===== src/rtl/pwm_fader.sv =====
// pwm_fader: multi-channel PWM with a shared prescaler and period counter, boundary-synchronous
// duty updates and an optional linear fade toward the captured targets.
module pwm_fader #(
    parameter int CHANNELS    = 3,
    parameter int RES         = 8,
    parameter int PRESC_WIDTH = 12
) (
    input  logic                     clock,
    input  logic                     reset,
    input  logic [PRESC_WIDTH-1:0]   limit,
    input  logic                     fade_en,
    input  logic [7:0]               fade_rate,
    input  logic [CHANNELS*RES-1:0]  target,
    input  logic                     load,
    output logic [CHANNELS-1:0]      pwm,
    output logic [CHANNELS*RES-1:0]  duty,
    output logic [CHANNELS-1:0]      busy,
    output logic                     period_start
);
    logic [PRESC_WIDTH-1:0]  pc_q, pc_d;
    logic [RES-1:0]          cnt_q, cnt_d;
    logic [7:0]              step_q, step_d;
    logic [CHANNELS*RES-1:0] tgt_q, tgt_d, active_q, active_d;
    logic [CHANNELS-1:0]     pwm_q, pwm_d;
    logic                    period_start_q, period_start_d;
    logic                    tick, boundary, step;
    logic [7:0]              rate;
    logic [RES-1:0]          a, t;

    always_comb begin
        // >= lets the prescaler recover at once when limit drops below the current count
        tick = (limit <= PRESC_WIDTH'(1)) || (pc_q >= limit - PRESC_WIDTH'(1));
        pc_d = tick ? '0 : pc_q + PRESC_WIDTH'(1);
        cnt_d = tick ? cnt_q + RES'(1) : cnt_q;
        boundary = tick && (cnt_q == '1);
        period_start_d = boundary;
        rate = (fade_rate == 8'd0) ? 8'd1 : fade_rate;
        step = boundary && fade_en && ({1'b0, step_q} + 9'd1 >= {1'b0, rate});
        step_d = !boundary ? step_q : (!fade_en || step) ? 8'd0 : step_q + 8'd1;
        tgt_d = load ? target : tgt_q;
    end

    always_comb begin
        active_d = active_q;
        pwm_d = '0;
        busy = '0;
        a = '0;
        t = '0;
        for (int i = 0; i < CHANNELS; i++) begin
            a = active_q[i*RES +: RES];
            t = tgt_q[i*RES +: RES];
            active_d[i*RES +: RES] = !boundary ? a :
                                     !fade_en  ? t :
                                     !step     ? a :
                                     (a < t)   ? a + RES'(1) :
                                     (a > t)   ? a - RES'(1) : a;
            pwm_d[i] = cnt_q < a;
            busy[i] = a != t;
        end
    end

    always_ff @(posedge clock or posedge reset) begin
        if (reset) begin
            pc_q           <= '0;
            cnt_q          <= '0;
            step_q         <= '0;
            tgt_q          <= '0;
            active_q       <= '0;
            pwm_q          <= '0;
            period_start_q <= 1'b0;
        end else begin
            pc_q           <= pc_d;
            cnt_q          <= cnt_d;
            step_q         <= step_d;
            tgt_q          <= tgt_d;
            active_q       <= active_d;
            pwm_q          <= pwm_d;
            period_start_q <= period_start_d;
        end
    end

    assign pwm          = pwm_q;
    assign duty         = active_q;
    assign period_start = period_start_q;
endmodule


===== config.mk =====
export PLATFORM = sky130hd
export DESIGN_NAME = pwm_fader
export DESIGN_NICKNAME = d
export VERILOG_FILES = /design/src/rtl/pwm_fader.sv
export SDC_FILE = /design/constraint.sdc
export NUM_CORES = 1
export LEC_CHECK = 0
export ABC_AREA = 1
export CAP_MARGIN = 20
export CORE_AREA = 2 2 151 153
export DETAILED_ROUTE_END_ITERATION = 10
export DIE_AREA = 0 0 153 155
export DONT_BUFFER_PORTS = 1
export PLACE_DENSITY_LB_ADDON = 0.1
export SLEW_MARGIN = 20
export SYNTH_ARGS = -nofsm -noshare
export SYNTH_HDL_FRONTEND = slang
export SYNTH_SLANG_ARGS = --single-unit

===== constraint.sdc =====
create_clock -name clock -period 4 [get_ports clock]
set_input_delay 1 -clock clock [delete_from_list [all_inputs] [get_ports clock]]
set_output_delay 1 -clock clock [all_outputs]
set_load 0.02 [all_outputs]

* Word level (Yosys, flattened, before mapping)
Cells that the tools add are included.
** Word-level totals
- Output and inout port bits :: 31
- Bits in read-only memories :: 0
- RAM bits :: 0
- Word-level logic and storage cells :: 65
- Bits in latches :: 0
- Memories kept :: 0
- Register bits :: 80
- Input bits :: 48
** Operators by class
- Reduce and logical (&&, ||, !) cells :: 10
- Bitwise gates (word level) :: 0
- Multipliers :: 0
- Div/mod/pow operators :: 0
- Multiplexer cells :: 15
- Eq/ne operators :: 8
- Add/subtract/negate cells :: 11
- Shift-type cells :: 0
- $lt $le $gt $ge :: 12
** Operators by type and width (count)
- 2-to-1 mux 8 bit :: 14
- < comparator 8 bit :: 6
- adder 8 x 1 -> 8 bit (second input constant) :: 5
- > comparator 8 bit :: 3
- != test 8 bit :: 3
- subtractor 8 x 1 -> 8 bit (second input constant) :: 3
- adder 12 x 1 -> 12 bit (second input constant) :: 1
- greater-or-equal comparator 12 bit :: 1
- less-or-equal comparator 12 x 1 -> 1 bit (second input constant) :: 1
- 2-to-1 mux 12 bit :: 1
- subtractor 12 x 1 -> 12 bit (second input constant) :: 1
- adder 8 x 1 -> 9 bit (second input constant) :: 1
- greater-or-equal comparator 9 x 8 -> 1 bit :: 1
- != test 3 x 1 -> 1 bit (second input constant) :: 3
- AND reduction 3 bit :: 3
- equality test 8 bit (second input constant) :: 1
- logical NOT 8 bit :: 1
- logical AND 1 bit :: 3
- logical OR 1 bit :: 2
- != test 2 x 1 -> 1 bit (second input constant) :: 1
- logical NOT 1 bit :: 1

* Depth between registers and ports, before layout
- Depth after elaboration :: 8
- Mapped depth :: 20

* Least setup slack after synthesis
Ideal clock, no wire load.
- Path type :: input to register
- From :: input port limit[0]
- To :: register step_q[0]
- Stages on the path :: 18
- Path buffers :: 0
- Arrival time :: 3.058 ns
- Setup slack :: 0.824 ns
- Required time :: 3.882 ns
- Path through :: inv_1 > ha_1 > nand3_1 > nor3_1 > xor2_1 > inv_1 > ha_1 > nand2_1 > nor2_2 > nand2_1 > nor2_1 > nand2_1 > nand4_1 > nor2_4 > nor2_8 > inv_1 > nand2_1 > nand2_1
** On the way
- Word-level cells in the longest chain between the ends :: 8
- Elaborated cells between the ends (all ways) :: 9
** RTL lines
- start, declared :: RTL line 10 : input logic [PRESC_WIDTH-1:0] limit,
- subtractor 12 x 1 -> 12 bit :: RTL line 32 : tick = (limit <= PRESC_WIDTH'(1)) || (pc_q >= limit - PRESC_WIDTH'(1));
- greater-or-equal comparator 12 bit :: RTL line 32
- logical OR 1 bit * :: RTL line 32
- logical AND 1 bit * :: RTL line 35 : boundary = tick && (cnt_q == '1);
- logical AND 1 bit (2 in a row) :: RTL line 38 : step = boundary && fade_en && ({1'b0, step_q} + 9'd1 >= {1'b0, rate});
- logical OR 1 bit :: RTL line 39 : step_d = !boundary ? step_q : (!fade_en || step) ? 8'd0 : step_q + 8'd1;
- 2-to-1 mux 8 bit :: RTL line 39
- end signal, assigned :: RTL line 74 : step_q <= step_d;
- end, declared :: RTL line 22 : logic [7:0] step_q, step_d;
Every way passes the cells marked *; elsewhere a longest branch is shown, timed or not.
A chain may end at the register's enable or synchronous reset.

* Worst setup path in the final report
- From :: input port limit[0]
- To :: register active_q[1] (netlist: duty[1])
** On the way
- Word-level cells in the longest chain between the ends :: 8
- Elaborated cells between the ends (all ways) :: 9
** RTL lines
- subtractor 12 x 1 -> 12 bit :: RTL line 32
- greater-or-equal comparator 12 bit :: RTL line 32
- logical OR 1 bit * :: RTL line 32
- logical AND 1 bit * :: RTL line 35
- logical AND 1 bit (2 in a row) :: RTL line 38
- != test 2 x 1 -> 1 bit (no source line)
- AND reduction 3 bit (no source line) *
- end signal, assigned :: RTL line 76 : active_q <= active_d;
- end, declared :: RTL line 23 : logic [CHANNELS*RES-1:0] tgt_q, tgt_d, active_q, active_d;
Marked as above.

==> impl_metrics.toml <==
[status]
status = "finished clean"

[grt]
globalRouteOverflowTotal = 0
grt_pass1_vias = 5373
grt_use_total_pct = 15.33
grt_pass1_wl_um = 28860
antenna_found_initial = 1
grt_max_degree = 46

[logic_synthesis]
syn_avg_cell_area_um2 = 7.473
synth_seq_cells = 80
synth_cell_types = 39
syn_area_um2 = 6486
ys_seq_area_share_pct = 30.86
async_reset_ff_share_pct = 100.0
synth_commonest_cells = "nand2_1, inv_1, ha_1, dfrtp_1, nand3_1"
synth_fp_nets = 1007
synthFlopType = "dfrtp_1"
synth_cells = 868
synth-edff-count = 0
synth_top_area_cell = "dfrtp_1"
netlist.area_leader.share_pct = 30.86
synth_area_leaders = "dfrtp_1, ha_1, nand2_1"
yosys_warnings = 0
synth.most_common_cell = "nand2_1"

[die]
dieArea_um2 = 23720
ios = 79
die_h_um = 155
coreArea_um2 = 22230
num_rows = 55
start_util_pct = 29.18
fp.dieW_um = 153

[timing]
worst_pin_slew_ps = 872.0
slew_headroom_pct = 41.81
fmax_mhz = 303.5
setup_tns_ps = 0
finalCritPeriodShare_pct = 82.38
setup_viol = 0
maxSlewViolCount = 0
skew_ps = 10.08
post-route-min-period_ps = 3295
hold_violations = 0
rsz0062_at_grt = "false"

[placed_design]
dp_hpwl_um = 13480
io_buffers = 0
routabilityCongestion = 0.7609
placed_cell_area_um2 = 6848

[power]
pwr_density_cell_nw_per_um2 = 353.4
p_leak_nw = 3.874
finalPower_w = 0.002530
ir_drop_mv = 0.2249

[routing]
wl_per_cell_um = 14.99
dr.pass1.iters = 4
dr.first_iter.drc_count = 248
via_count = 5386
drc_errors = 0
vias_per_cell = 4.631
drt_wl_total_um = 17430
ant_nets = 0

[cts]
cts_root_buf = "clkbuf_16"
cts_max_path_buffers = 2
cts_resized = 0
cts_htree_levels = 3
cts_sinks = 80
cts.clk_slew.worst_paths_ps = 60
tritoncts = "built"
post_cts.repair.setup_buffers = 0
cts_hold_buf = 0
cts_buffers = 9
clk_latency_ps = 350

[setup_path]
crit_type = "in2reg"
critPathBufInv = 3
cp_slowest_cell = "nor2_8"
slowest_delay_ps = 300
cp_data_required_time_ps = 4230
endpoint_kind = "flip-flop"
r2r-start = "duty[15]"
r2r_cells = 14
rr_endpoint = "duty[13]"
crit_family = "simple AND/OR/NAND/NOR gates"
worstSetupPathDepth = 19
path_max_fanout = 19
timing.critical_path.cells = "inv_1, ha_1, nand3_1, nor3_1, xor2_1, inv_1, ha_1, nand2_1, nor2_2, nand2_1, nor2_1, nand2_1, nand4_1, nor2_4, nor2_8, buf_12, nand2_4, nand2_1, nand2_1"
ff2ff_setup_slack_ps = 980
critPathLaunchType = "input port"
critPathMostFrequentCell = "nand2_1"
cp.arrival_ps = 3530
cp-startpoint = "limit[0]"
crit_end = "duty[1]"

[worst_hold_path]
hold_class = "reg2reg"

[layout]
design_area_um2 = 7157
fin_nets = 1014
drive_gt1_share_pct = 5.011
utilization_pct = 32.20
synthToLayoutAreaGrowth_pct = 10.34
n_antenna_cell = 0

[flow_run]
max_cap_violations = 0
==> registers in the layout (all words and copies together) (netlist names) <==
signal	cells
cnt_q	8
duty	24
pc_q	12
period_start	1
pwm	3
step_q	8
tgt_q	24
==> worst min-delay path by stage <==
stage	startpoint	end	slack, ps	cells past startpoint
after CTS	pc_q[0]	pc_q[0]	520	1
after detailed placement	pc_q[0]	pc_q[0]	500	1
after global placement	pc_q[0]	pc_q[0]	490	1
after global routing	step_q[3]	step_q[3]	540	2
after floorplan	pc_q[0]	pc_q[0]	450	1
final	pc_q[0]	pc_q[0]	500	1
==> per-stage QoR <==
stage | cells | hold slack, ps | setup slack (ps)
after CTS | 1163 | 515.6 | 703.4
after floorplan | 868 | 449.0 | 824.0
after global routing | 1163 | 542.9 | 309.2
after global placement | 1149 | 486.2 | 372.6
final | 1163 | 504.4 | 704.7
after detailed placement | 1149 | 502.4 | 344.3
==> cell usage in the layout, fill, tap and decap left out, types with 4 or more instances in the layout <==
cell type,instances
a21o_1,6
dfrtp_1,80
ha_1,88
inv_1,124
clkbuf_16,9
o21ai_0,48
xnor2_1,15
a21oi_1,39
o21bai_1,4
nor3_1,7
nor2_1,47
nand3_1,62
xor2_1,24
buf_4,10
nand2_1,243
nand4_1,23
o211ai_1,5
nand2_4,6
==> logic make-up after synthesis <==
family / share of synthesized area (%)
adder cells (fa/ha/maj): 17.90
buffers and inverters: 8.700
flip-flops: 30.86
XOR/XNOR: 5.266
AO/OA/AOI/OAI: 9.838
multiplexers: 0.5208
AND/OR/NAND/NOR: 26.91
==> area by class of cell <==
| cell class | instances | area (µm²) |
|---|---|---|
| Clock buffer | 10 | 239.0 |
| Clock inverter | 4 | 70.07 |
| Fill cell | 2435 | 15070 |
| Inverter | 126 | 474.2 |
| Multi-Input combinational cell | 647 | 3920 |
| Sequential cell | 80 | 2002 |
| Tap cell | 285 | 356.6 |
| Timing Repair Buffer | 11 | 95.09 |
==> report_power, final <==
part / switching, W / internal [W] / total [W]
registers: 0.000139 / 0.000914 / 0.00105
clock network: 0.000337 / 0.000555 / 0.000892
logic: 0.000343 / 0.000242 / 0.000585
total: 0.000819 / 0.00171 / 0.00253
==> routing by layer <==
layer  global-route usage [%]  routed length (µm)
met5                        0                  13
met4                    2.954                 161
met3                    4.011                 820
met2                    25.07                7726
met1                    20.63                8711
No activity file was read; power rests on OpenSTA's default activity.
